--- src/rtl/pipe_ctrl_pkg.sv ---
// Shared definitions for the pipeline controller: stall/flush encodings,
// exception type codes and FSM state encodings.
package pipe_ctrl_pkg;

    localparam logic STOP    = 1'b1;
    localparam logic NO_STOP = 1'b0;

    // flush_cause encodings
    localparam logic CAUSE_EXCEPTION = 1'b0;
    localparam logic CAUSE_BRANCH    = 1'b1;

    // Exception type codes with a dedicated redirect target
    localparam logic [31:0] EXC_TYPE_INT  = 32'h0000_0001;
    localparam logic [31:0] EXC_TYPE_ERET = 32'h0000_000E;

    // Stall vectors: bit0 PC/if_id, bit1 id_ex, bit2 ex_mem, bit3 mem_wb
    localparam logic [3:0] STALL_NONE = 4'b0000;
    localparam logic [3:0] STALL_IF   = 4'b0001;
    localparam logic [3:0] STALL_ID   = 4'b0001;
    localparam logic [3:0] STALL_EX   = 4'b0011;
    localparam logic [3:0] STALL_MEM  = 4'b0111;

    typedef enum logic [1:0] {
        IDLE     = 2'd0,
        FLUSH    = 2'd1,
        REDIRECT = 2'd2
    } state_e;

endpackage

--- src/rtl/pipe_ctrl_stall_perf_cnt.sv ---
// Stall/flush performance counters for pipe_ctrl (built only with STALL_PERF_EN).
// All counters wrap at 2^32 and clear on synchronous reset.
module stall_perf_cnt
    import pipe_ctrl_pkg::*;
(
    input  logic        clk,
    input  logic        rst,
    input  logic        i_inc_if,
    input  logic        i_inc_id,
    input  logic        i_inc_ex,
    input  logic        i_inc_mem,
    input  logic        i_inc_flush,
    output logic [31:0] o_cnt_if,
    output logic [31:0] o_cnt_id,
    output logic [31:0] o_cnt_ex,
    output logic [31:0] o_cnt_mem,
    output logic [31:0] o_cnt_flush
);

    logic [31:0] r_cnt_if;
    logic [31:0] r_cnt_id;
    logic [31:0] r_cnt_ex;
    logic [31:0] r_cnt_mem;
    logic [31:0] r_cnt_flush;

    // Bump each counter whose event fired this cycle
    always_ff @(posedge clk) begin
        if (rst) begin
            r_cnt_if    <= '0;
            r_cnt_id    <= '0;
            r_cnt_ex    <= '0;
            r_cnt_mem   <= '0;
            r_cnt_flush <= '0;
        end else begin
            if (i_inc_if)    r_cnt_if    <= r_cnt_if + 32'd1;
            if (i_inc_id)    r_cnt_id    <= r_cnt_id + 32'd1;
            if (i_inc_ex)    r_cnt_ex    <= r_cnt_ex + 32'd1;
            if (i_inc_mem)   r_cnt_mem   <= r_cnt_mem + 32'd1;
            if (i_inc_flush) r_cnt_flush <= r_cnt_flush + 32'd1;
        end
    end

    assign o_cnt_if    = r_cnt_if;
    assign o_cnt_id    = r_cnt_id;
    assign o_cnt_ex    = r_cnt_ex;
    assign o_cnt_mem   = r_cnt_mem;
    assign o_cnt_flush = r_cnt_flush;

endmodule

--- src/rtl/pipe_ctrl.sv ---
// Central pipeline controller: merges stall requests into the stage stall
// vector and sequences exception / mispredict flushes with a held redirect PC.
// Optional macro STALL_PERF_EN adds stall-source and flush performance counters.
module pipe_ctrl
    import pipe_ctrl_pkg::*;
#(
    parameter logic [31:0] EXC_VECTOR = 32'hBFC0_0380,
    parameter logic [31:0] INT_VECTOR = 32'hBFC0_0380
) (
    input  logic        clk,
    input  logic        rst,
    input  logic        stallreq_if,
    input  logic        stallreq_id,
    input  logic        stallreq_ex,
    input  logic        stallreq_mem,
    input  logic [31:0] mem_excepttype,
    input  logic [31:0] cp0_epc,
    input  logic        br_flush,
    input  logic [31:0] br_target,
    input  logic        fetch_ack,
    output logic [3:0]  stall,
    output logic        flush,
    output logic        flush_cause,
    output logic        redirect_valid,
`ifdef STALL_PERF_EN
    output logic [31:0] perf_stall_if,
    output logic [31:0] perf_stall_id,
    output logic [31:0] perf_stall_ex,
    output logic [31:0] perf_stall_mem,
    output logic [31:0] perf_flush,
`endif
    output logic [31:0] new_pc
);

    state_e      r_state;
    logic        r_flush;
    logic        r_flush_cause;
    logic        r_redirect_valid;
    logic [31:0] r_new_pc;

    state_e      w_next;
    logic        w_cause;
    logic [31:0] w_pc;
    logic [3:0]  w_stall;
    logic        w_idle;
    logic        w_exc_take;
    logic        w_br_take;

    assign w_idle = (r_state == IDLE);

    // Priority-merge stall requests; the pipe is never stalled while flushing
    always_comb begin
        w_stall = STALL_NONE;
        if (w_idle) begin
            if (stallreq_mem)     w_stall = STALL_MEM;
            else if (stallreq_ex) w_stall = STALL_EX;
            else if (stallreq_id) w_stall = STALL_ID;
            else if (stallreq_if) w_stall = STALL_IF;
        end
    end

    // An exception waits out a mem stall; a branch yields to exceptions and ex/mem stalls
    assign w_exc_take = w_idle && (mem_excepttype != 32'd0) && !stallreq_mem;
    assign w_br_take  = w_idle && br_flush && !w_exc_take && (w_stall[1] == NO_STOP);

    // Next-state and redirect target selection
    always_comb begin
        w_next  = r_state;
        w_cause = r_flush_cause;
        w_pc    = r_new_pc;
        case (r_state)
            IDLE: begin
                if (w_exc_take) begin
                    w_next  = FLUSH;
                    w_cause = CAUSE_EXCEPTION;
                    if (mem_excepttype == EXC_TYPE_ERET)     w_pc = cp0_epc;
                    else if (mem_excepttype == EXC_TYPE_INT) w_pc = INT_VECTOR;
                    else                                      w_pc = EXC_VECTOR;
                end else if (w_br_take) begin
                    w_next  = FLUSH;
                    w_cause = CAUSE_BRANCH;
                    w_pc    = br_target;
                end
            end
            FLUSH: begin
                w_next = fetch_ack ? IDLE : REDIRECT;
            end
            REDIRECT: begin
                if (fetch_ack) w_next = IDLE;
            end
            default: begin
                w_next = IDLE;
            end
        endcase
        // Redirect is consumed: drop back to the reset-time values
        if (w_next == IDLE && !w_idle) begin
            w_cause = CAUSE_EXCEPTION;
            w_pc    = 32'd0;
        end
    end

    // State register plus registered flush/redirect outputs
    always_ff @(posedge clk) begin
        if (rst) begin
            r_state          <= IDLE;
            r_flush          <= 1'b0;
            r_flush_cause    <= CAUSE_EXCEPTION;
            r_redirect_valid <= 1'b0;
            r_new_pc         <= 32'd0;
        end else begin
            r_state          <= w_next;
            r_flush          <= (w_next == FLUSH);
            r_flush_cause    <= w_cause;
            r_redirect_valid <= (w_next != IDLE);
            r_new_pc         <= w_pc;
        end
    end

    assign stall          = w_stall;
    assign flush          = r_flush;
    assign flush_cause    = r_flush_cause;
    assign redirect_valid = r_redirect_valid;
    assign new_pc         = r_new_pc;

`ifdef STALL_PERF_EN
    logic w_win_if;
    logic w_win_id;
    logic w_win_ex;
    logic w_win_mem;

    assign w_win_mem = w_idle && stallreq_mem;
    assign w_win_ex  = w_idle && !stallreq_mem && stallreq_ex;
    assign w_win_id  = w_idle && !stallreq_mem && !stallreq_ex && stallreq_id;
    assign w_win_if  = w_idle && !stallreq_mem && !stallreq_ex && !stallreq_id && stallreq_if;

    stall_perf_cnt u_perf (
        .clk         (clk),
        .rst         (rst),
        .i_inc_if    (w_win_if),
        .i_inc_id    (w_win_id),
        .i_inc_ex    (w_win_ex),
        .i_inc_mem   (w_win_mem),
        .i_inc_flush (w_exc_take || w_br_take),
        .o_cnt_if    (perf_stall_if),
        .o_cnt_id    (perf_stall_id),
        .o_cnt_ex    (perf_stall_ex),
        .o_cnt_mem   (perf_stall_mem),
        .o_cnt_flush (perf_flush)
    );
`endif

endmodule

--- config.mk ---
export PLATFORM = sky130hd
export DESIGN_NAME = pipe_ctrl
export DESIGN_NICKNAME = d
export VERILOG_FILES = /design/src/rtl/pipe_ctrl_pkg.sv /design/src/rtl/pipe_ctrl_stall_perf_cnt.sv /design/src/rtl/pipe_ctrl.sv
export SDC_FILE = /design/constraint.sdc
export NUM_CORES = 1
export LEC_CHECK = 0
export BUFFER_PORTS_ARGS = -buffer_cell sky130_fd_sc_hd__buf_2
export CORE_MARGIN = 4
export CORE_UTILIZATION = 40
export DETAILED_ROUTE_END_ITERATION = 10
export PLACE_DENSITY = 0.81
export REMOVE_ABC_BUFFERS = 1
export SYNTH_ARGS = -nofsm -noshare
export SYNTH_HDL_FRONTEND = slang
export SYNTH_HIERARCHICAL = 1
export SYNTH_SLANG_ARGS = --single-unit
--- constraint.sdc ---
create_clock -name clk -period 1.9 [get_ports clk]
set_input_delay 0.095 -clock clk [delete_from_list [all_inputs] [get_ports clk]]
set_output_delay 0.095 -clock clk [all_outputs]
set_load 0.02 [all_outputs]
==> impl_metrics.py, run 1 <==
metrics = {
    "clock_tree": {
        "cts.reportedPaths.clkPinSlew_ps": 70,
        "clk_latency_ps": 280,
        "post_cts_hold_buffer_count": 0,
        "post_cts.resized_instances": 0,
        "max-clock-path-buffers": 2,
        "cts.root.buffer_cell": "sky130_fd_sc_hd__clkbuf_8",
        "postCtsSetupRepairBufs": 0,
        "cts_made_buffers": 5,
        "tritoncts_clock_tree": "yes",
        "cts.sinks": 37,
        "htree_levels": 2,
    },
    "grt": {
        "wire_length_of_the_first_global_routing_pass_um": 10300,
        "grt_remaining_overflow": 0,
        "largest_net_degree_at_the_start_of_global_routing": 33,
        "globalRouteTotalUtil_pct": 20.7,
        "antenna_found_initial": 0,
        "grt_pass1_vias": 2333,
    },
    "hold_path": {
        "hold_path.class": "input port to flop",
        "min-delay-start": "fetch_ack",
    },
    "logic_synthesis": {
        "dominantRegCellSynth": "sky130_fd_sc_hd__dfxtp_1",
        "ys_ff_latch": 37,
        "avgSynthCellArea_um2": 8.20,
        "async_reset_ff_share_pct": 0,
        "synthesis.yosys.warnings": 6,
        "netlist_instances": 232,
        "syn-cell-area_um2": 1900,
        "count_of_flip_flops_with_a_built_in_enable_after_synthesis": 0,
        "yosys.cell_types.count": 31,
        "synth-seq-area-share_pct": 38.9,
    },
    "floorplan": {
        "chipHeight_um": 77.0,
        "floorplan.die_area_um2": 5930,
        "die_w_um": 77.0,
        "placeableCoreArea_um2": 4470,
        "ioPinCount": 143,
        "initial_core_util_pct": 42.5,
        "placementRows": 24,
    },
    "job": {
        "max_cap_violations": 0,
    },
    "setup_path": {
        "crit_path_max_fanout": 15,
        "worst-endpoint-required_ps": 2110,
        "critical_path.startpoint_type": "flop",
        "r2r_start": "r_state[1]",
        "setup.reg_to_reg.worst_slack_ps": 160,
        "reg2reg_depth": 5,
        "crit_start": "r_state[1]",
        "crit_path_end": "new_pc[3]",
        "setup.worst_path.class": "flop to flop",
        "worst_setup_path_end_kind": "flop",
        "r2r-end": "new_pc[3]",
        "arrival_ps": 1950,
    },
    "sta": {
        "relSlewSlack_pct": 59.1,
        "finalWorstPathRequiredPeriod_ps": 1740,
        "setup_viol_count_final": 0,
        "worst_clock_skew_ps": 5.11,
        "final-hold-violation-count": 0,
        "max_freq_ghz": 0.575,
        "grt_setup_unrepaired": "no",
        "worst_slew_pin_tran_ps": 609,
        "timing.final.crit_share_pct": 91.6,
        "count_of_final_max_slew_check_failures": 0,
        "layout_setup_ws_ps": 161,
    },
    "power_and_ir_drop": {
        "intPower_uw": 1330,
        "power-per-cell-area_nw_per_um2": 676,
        "power.share.sequential_pct": 46.5,
        "combinationalPowerShare_pct": 26.3,
        "netSwitchingFraction_pct": 29.9,
        "leakage_power_figure_uw": 0.00135,
        "max-vdd-ir-drop_mv": 0.430,
        "finalPower_uw": 1890,
        "p_switching_uw": 566,
        "pwr-share-clk_pct": 27.2,
    },
    "cells_and_area": {
        "area_growth_syn_to_layout_pct": 47.1,
        "final_util_pct": 62.6,
        "antennaDiodeCount": 0,
        "design.final.nets": 476,
        "drive_above_1_share_pct": 45.0,
    },
    "routing": {
        "initialDrtViolationCount": 106,
        "routed_wirelength_um": 6440,
        "routed_vias_inst": 5.46,
        "vias": 2322,
        "routedWlPerCell_um": 15.1,
        "drt_pass1_iterations": 4,
        "post_route_drc": 0,
        "antenna_violating_nets_post_route": 0,
    },
    "outcome": {
        "run_status": "finished clean",
    },
    "place": {
        "routabilityCongestion": 0.797,
        "place_ws_ps": 101,
        "place.port_buffers": 141,
        "final_hpwl_dp_um": 4890,
    },
}
## power groups by stage
| stage | registers [µW] | logic (µW) | clock network, µW |
|---|---|---|---|
| 3_3_place_gp | 895 | 490 | 0 |
| 3_5_place_dp | 897 | 498 | 0 |
| 5_1_grt | 889 | 535 | 564 |
| 4_1_cts | 880 | 500 | 530 |
| 2_1_floorplan | 977 | 168 | 0 |
| 6_report | 880 | 498 | 514 |
## how the worst min path moves through the flow
stage | to | slack (ps) | depth (start not counted)
after floorplan | r_state[1] | 180 | 1
after global placement | r_state[1] | 310 | 2
after detailed placement | r_state[1] | 310 | 2
after CTS | r_state[1] | 10 | 2
after global routing | r_state[1] | 30 | 2
final | r_state[1] | 20 | 2
## through the flow
step / cell area [µm²] / std cells / setup TNS, ps / hold WS [ps]
after global routing: 2800 / 425 / 0 / 25.1
after detailed placement: 2720 / 417 / 0 / 307
after global placement: 2720 / 417 / 0 / 307
final: 2800 / 425 / 0 / 19.7
after floorplan: 1800 / 209 / -11250 / 178
after CTS: 2800 / 425 / 0 / 9.69
## layout by cell type, fill, tap and decap left out
cell type | synthesis | layout
sky130_fd_sc_hd__nor2_1 | 18 | 17
sky130_fd_sc_hd__nor2b_1 | 1 | 1
sky130_fd_sc_hd__and2b_1 | 1 | 1
sky130_fd_sc_hd__dfxtp_1 | 37 | 37
sky130_fd_sc_hd__buf_2 | 1 | 141
sky130_fd_sc_hd__or3_1 | 2 | 2
sky130_fd_sc_hd__a31oi_1 | 20 | 20
sky130_fd_sc_hd__a2111oi_4 | 1 | 1
sky130_fd_sc_hd__a2bb2oi_1 | 14 | 14
sky130_fd_sc_hd__clkinv_2 | 0 | 2
sky130_fd_sc_hd__and3_1 | 2 | 2
sky130_fd_sc_hd__or2_1 | 1 | 1
sky130_fd_sc_hd__o221a_2 | 1 | 1
sky130_fd_sc_hd__nor4_1 | 6 | 6
sky130_fd_sc_hd__nor3_2 | 1 | 2
sky130_fd_sc_hd__inv_1 | 7 | 7
sky130_fd_sc_hd__conb_1 | 1 | 1
sky130_fd_sc_hd__maj3_1 | 1 | 1
sky130_fd_sc_hd__nand4_1 | 2 | 2
sky130_fd_sc_hd__o21a_1 | 1 | 1
sky130_fd_sc_hd__and2_1 | 15 | 15
sky130_fd_sc_hd__a22o_1 | 12 | 12
sky130_fd_sc_hd__o21ai_0 | 38 | 38
sky130_fd_sc_hd__a21boi_0 | 1 | 1
sky130_fd_sc_hd__nor2_2 | 0 | 1
sky130_fd_sc_hd__buf_12 | 0 | 2
sky130_fd_sc_hd__clkbuf_8 | 0 | 5
sky130_fd_sc_hd__xnor2_1 | 1 | 1
sky130_fd_sc_hd__a21oi_1 | 12 | 12
sky130_fd_sc_hd__clkbuf_1 | 19 | 1
sky130_fd_sc_hd__nor3_1 | 5 | 4
sky130_fd_sc_hd__nand3_1 | 2 | 2
sky130_fd_sc_hd__a221oi_1 | 6 | 6
sky130_fd_sc_hd__buf_4 | 2 | 13
## cells in the mapped netlist, types with 2 or more instances
master / n / area (µm²)
sky130_fd_sc_hd__nand3_1: 2 / 10.0
sky130_fd_sc_hd__nor4_1: 6 / 37.5
sky130_fd_sc_hd__a31oi_1: 20 / 125
sky130_fd_sc_hd__a221oi_1: 6 / 52.6
sky130_fd_sc_hd__nor2_1: 18 / 67.6
sky130_fd_sc_hd__and3_1: 2 / 12.5
sky130_fd_sc_hd__and2_1: 15 / 93.8
sky130_fd_sc_hd__inv_1: 7 / 26.3
sky130_fd_sc_hd__a21oi_1: 12 / 60.1
sky130_fd_sc_hd__dfxtp_1: 37 / 741
sky130_fd_sc_hd__a22o_1: 12 / 105
sky130_fd_sc_hd__nand4_1: 2 / 12.5
sky130_fd_sc_hd__or3_1: 2 / 12.5
sky130_fd_sc_hd__o21ai_0: 38 / 190
sky130_fd_sc_hd__nor3_1: 5 / 25.0
sky130_fd_sc_hd__a2bb2oi_1: 14 / 123
sky130_fd_sc_hd__clkbuf_1: 19 / 71.3
sky130_fd_sc_hd__buf_4: 2 / 15.0
## layer usage
metal | global-route usage, % | vias to the layer above | wire length, µm
met1 | 22.7 | 1065 | 2460
met5 | 0 | - | 0
li1 | - | 1146 | -
met4 | 7.30 | 0 | 102
met2 | 37.7 | 103 | 3300
met3 | 6.09 | 8 | 573
## flip-flops by register name, summed over array words and instances (netlist names)
register / count
flush: 1
flush_cause: 1
new_pc: 32
r_state: 2
redirect_valid: 1
## cell families after synthesis
logic type | share of synthesized area (%)
buffers and inverters | 6.77
AND/OR/NAND/NOR | 15.8
XOR/XNOR | 0.460
flip-flops | 38.9
adder cells (fa/ha/maj) | 0.526
AO/OA/AOI/OAI | 37.3
other | 0.197
## critical path, cell delays in order (launching register included)
cell and delay (ps):
sky130_fd_sc_hd__dfxtp_1 370, sky130_fd_sc_hd__or3_1 440, sky130_fd_sc_hd__nor3_2 200, sky130_fd_sc_hd__nor2b_1 220, sky130_fd_sc_hd__buf_4 250, sky130_fd_sc_hd__a2bb2oi_1 200
## layout make-up
class	instances	area (µm²)
sequential	37	741
inverter	7	26.3
clock inverter	2	10.0
multi-input combinational	165	1040
clock buffer	6	72.6
timing repair buffer	156	843
fill	399	1680
tap	52	65.1
Power figures use the tool's default switching activity.
==> run 2, diff against run 1 <==
Settings changed: CTS_BUF_LIST set to sky130_fd_sc_hd__clkbuf_8 sky130_fd_sc_hd__clkbuf_16.
==> run 2 against run 1 <==
  * Cell count did not move
  * Combinational power is essentially flat
  * Worst setup slack hardly changed
  * Final area did not move
  * Worst hold slack about the same
  * Critical path depth did not move
  * Routed wire length grew 0.37%
  * First-iteration DRC count stayed put
  * Via count grew 0.26%
  * Clock-buffer cell count shrank 1
  * Global-route usage did not move
  * Register-to-register slack barely moved
  * Largest power group unchanged
  * Highest routed layer unchanged
==> impl_metrics.py, run 2 (synthesized netlist as in run 1, its figures left out) <==
metrics = {
    "setup_path": {
        "r2r_start": "r_state[1]",
        "arrival_ps": 1950,
        "critical_path.startpoint_type": "flop",
        "setup.worst_path.class": "flop to flop",
        "worst-endpoint-required_ps": 2110,
        "crit_path_max_fanout": 15,
        "reg2reg_depth": 5,
        "worst_setup_path_end_kind": "flop",
        "cpLargestDelayFamily": "simple AND/OR/NAND/NOR gates",
        "r2r-end": "new_pc[3]",
        "cp.buffers_inverters": 1,
        "path_cells": "or3_1, nor3_2, nor2b_1, buf_4, a2bb2oi_1",
        "setup.reg_to_reg.worst_slack_ps": 160,
        "crit_start": "r_state[1]",
        "slowest_cell_delay_on_critical_path_ps": 440,
        "timing.critical_path.slowest_stage_cell": "sky130_fd_sc_hd__or3_1",
    },
    "cells_and_area": {
        "drive_above_1_share_pct": 45.0,
        "antennaDiodeCount": 0,
        "layout.cells.most_common": "sky130_fd_sc_hd__buf_2",
        "area_growth_syn_to_layout_pct": 47.1,
        "final_util_pct": 62.6,
        "n_fill_cell": 399,
        "most-common-layout-cells": "141 x sky130_fd_sc_hd__buf_2, 38 x sky130_fd_sc_hd__o21ai_0, 37 x sky130_fd_sc_hd__dfxtp_1",
        "largest_register_ff_count": 32,
        "final_area_um2": 2800,
        "design.final.nets": 476,
    },
    "place": {
        "final_hpwl_dp_um": 4890,
        "place_area_um2": 2720,
        "place_ws_ps": 101,
        "routabilityCongestion": 0.797,
        "place.port_buffers": 141,
    },
    "sta": {
        "grt_setup_unrepaired": "no",
        "layout_setup_ws_ps": 161,
        "worst_clock_skew_ps": 4.97,
        "fin_worst_hold_slack_ps": 19.4,
        "count_of_final_max_slew_check_failures": 0,
        "worst_slew_pin_tran_ps": 603,
        "relSlewSlack_pct": 59.5,
        "final-hold-violation-count": 0,
        "timing.final.crit_share_pct": 91.6,
        "max_freq_ghz": 0.575,
        "finalWorstPathRequiredPeriod_ps": 1740,
        "setup_viol_count_final": 0,
        "timing.setup.tns_ps": 0,
    },
    "routing": {
        "antenna_violating_nets_post_route": 0,
        "vias": 2328,
        "drt_pass1_iterations": 5,
        "routedWlPerCell_um": 15.2,
        "routed_vias_inst": 5.48,
        "initialDrtViolationCount": 106,
        "post_route_drc": 0,
        "routed_wirelength_um": 6460,
    },
    "floorplan": {
        "placeableCoreArea_um2": 4470,
        "ioPinCount": 143,
        "chipHeight_um": 77.0,
        "die_w_um": 77.0,
        "initial_core_util_pct": 42.5,
        "placementRows": 24,
        "floorplan.die_area_um2": 5930,
    },
    "grt": {
        "largest_net_degree_at_the_start_of_global_routing": 33,
        "antenna_found_initial": 0,
        "wire_length_of_the_first_global_routing_pass_um": 10300,
        "grt_remaining_overflow": 0,
        "globalRouteTotalUtil_pct": 20.7,
        "grt_pass1_vias": 2333,
    },
    "power_and_ir_drop": {
        "leakage_power_figure_uw": 0.00135,
        "max-vdd-ir-drop_mv": 0.434,
        "power-per-cell-area_nw_per_um2": 675,
    },
    "clock_tree": {
        "cts.sinks": 37,
        "cts.root.buffer_cell": "sky130_fd_sc_hd__clkbuf_8",
        "cts_made_buffers": 5,
        "max-clock-path-buffers": 2,
        "cts.reportedPaths.clkPinSlew_ps": 70,
        "clk_latency_ps": 280,
        "htree_levels": 2,
        "postCtsSetupRepairBufs": 0,
        "post_cts_hold_buffer_count": 0,
        "post_cts.resized_instances": 0,
        "tritoncts_clock_tree": "yes",
    },
    "job": {
        "max_cap_violations": 0,
    },
    "hold_path": {
        "hold_critical_path_endpoint": "r_state[1]",
        "min-delay-start": "fetch_ack",
        "hold_path.class": "input port to flop",
        "worst_hold_path.num_cells": 2,
    },
    "outcome": {
        "run_status": "finished clean",
    },
}
==> run 2: cell types whose count changed in the layout (fill, tap and decap cells not counted), sizes merged <==
cell	change
inv	+1
clkbuf	-1
==> run 2: area by class of cell <==
type | count | area (µm²) | share of cell area [%]
Multi-Input combinational cell | 165 | 1040 | 37.2
Inverter | 7 | 26.3 | 0.939
Timing Repair Buffer | 156 | 843 | 30.1
Tap cell | 52 | 65.1 | 2.32
Clock inverter | 3 | 13.8 | 0.492
Sequential cell | 37 | 741 | 26.5
Clock buffer | 5 | 68.8 | 2.46
==> run 2: per-layer routing <==
metal,global-route usage (%),part of all wire [%],vias to the layer above,wire (µm)
met5,0,0,-,0
met3,6.09,9.1,8,590
met4,7.30,1.6,0,102
met2,37.7,51,108,3310
met1,22.7,38,1063,2460
li1,-,-,1149,-
==> run 2: worst reg2reg max path: stages, from the launching register on <==
cell and delay, ps:
sky130_fd_sc_hd__dfxtp_1 370, sky130_fd_sc_hd__or3_1 440, sky130_fd_sc_hd__nor3_2 200, sky130_fd_sc_hd__nor2b_1 220, sky130_fd_sc_hd__buf_4 250, sky130_fd_sc_hd__a2bb2oi_1 200
==> run 2: where the power goes <==
group          switching (µW)  internal, µW  total, µW
Clock                     261           249        510
Combinational             272           227        498
Sequential               35.8           845        881
==> run 2: through the flow <==
stage | power, µW | std cells
2_1_floorplan | 1150 | 209
3_3_place_gp | 1390 | 417
3_5_place_dp | 1400 | 417
4_1_cts | 1900 | 425
5_1_grt | 1980 | 425
6_report | 1890 | 425
==> run 2: worst max-delay path by stage <==
stage,end,slack [ps],cells after the start
CTS,new_pc[3],140,5
detailed placement,new_pc[30],100,8
finish,new_pc[3],160,5
global placement,new_pc[13],180,8
floorplan,new_pc[20],-530,4
global route,new_pc[3],50,5
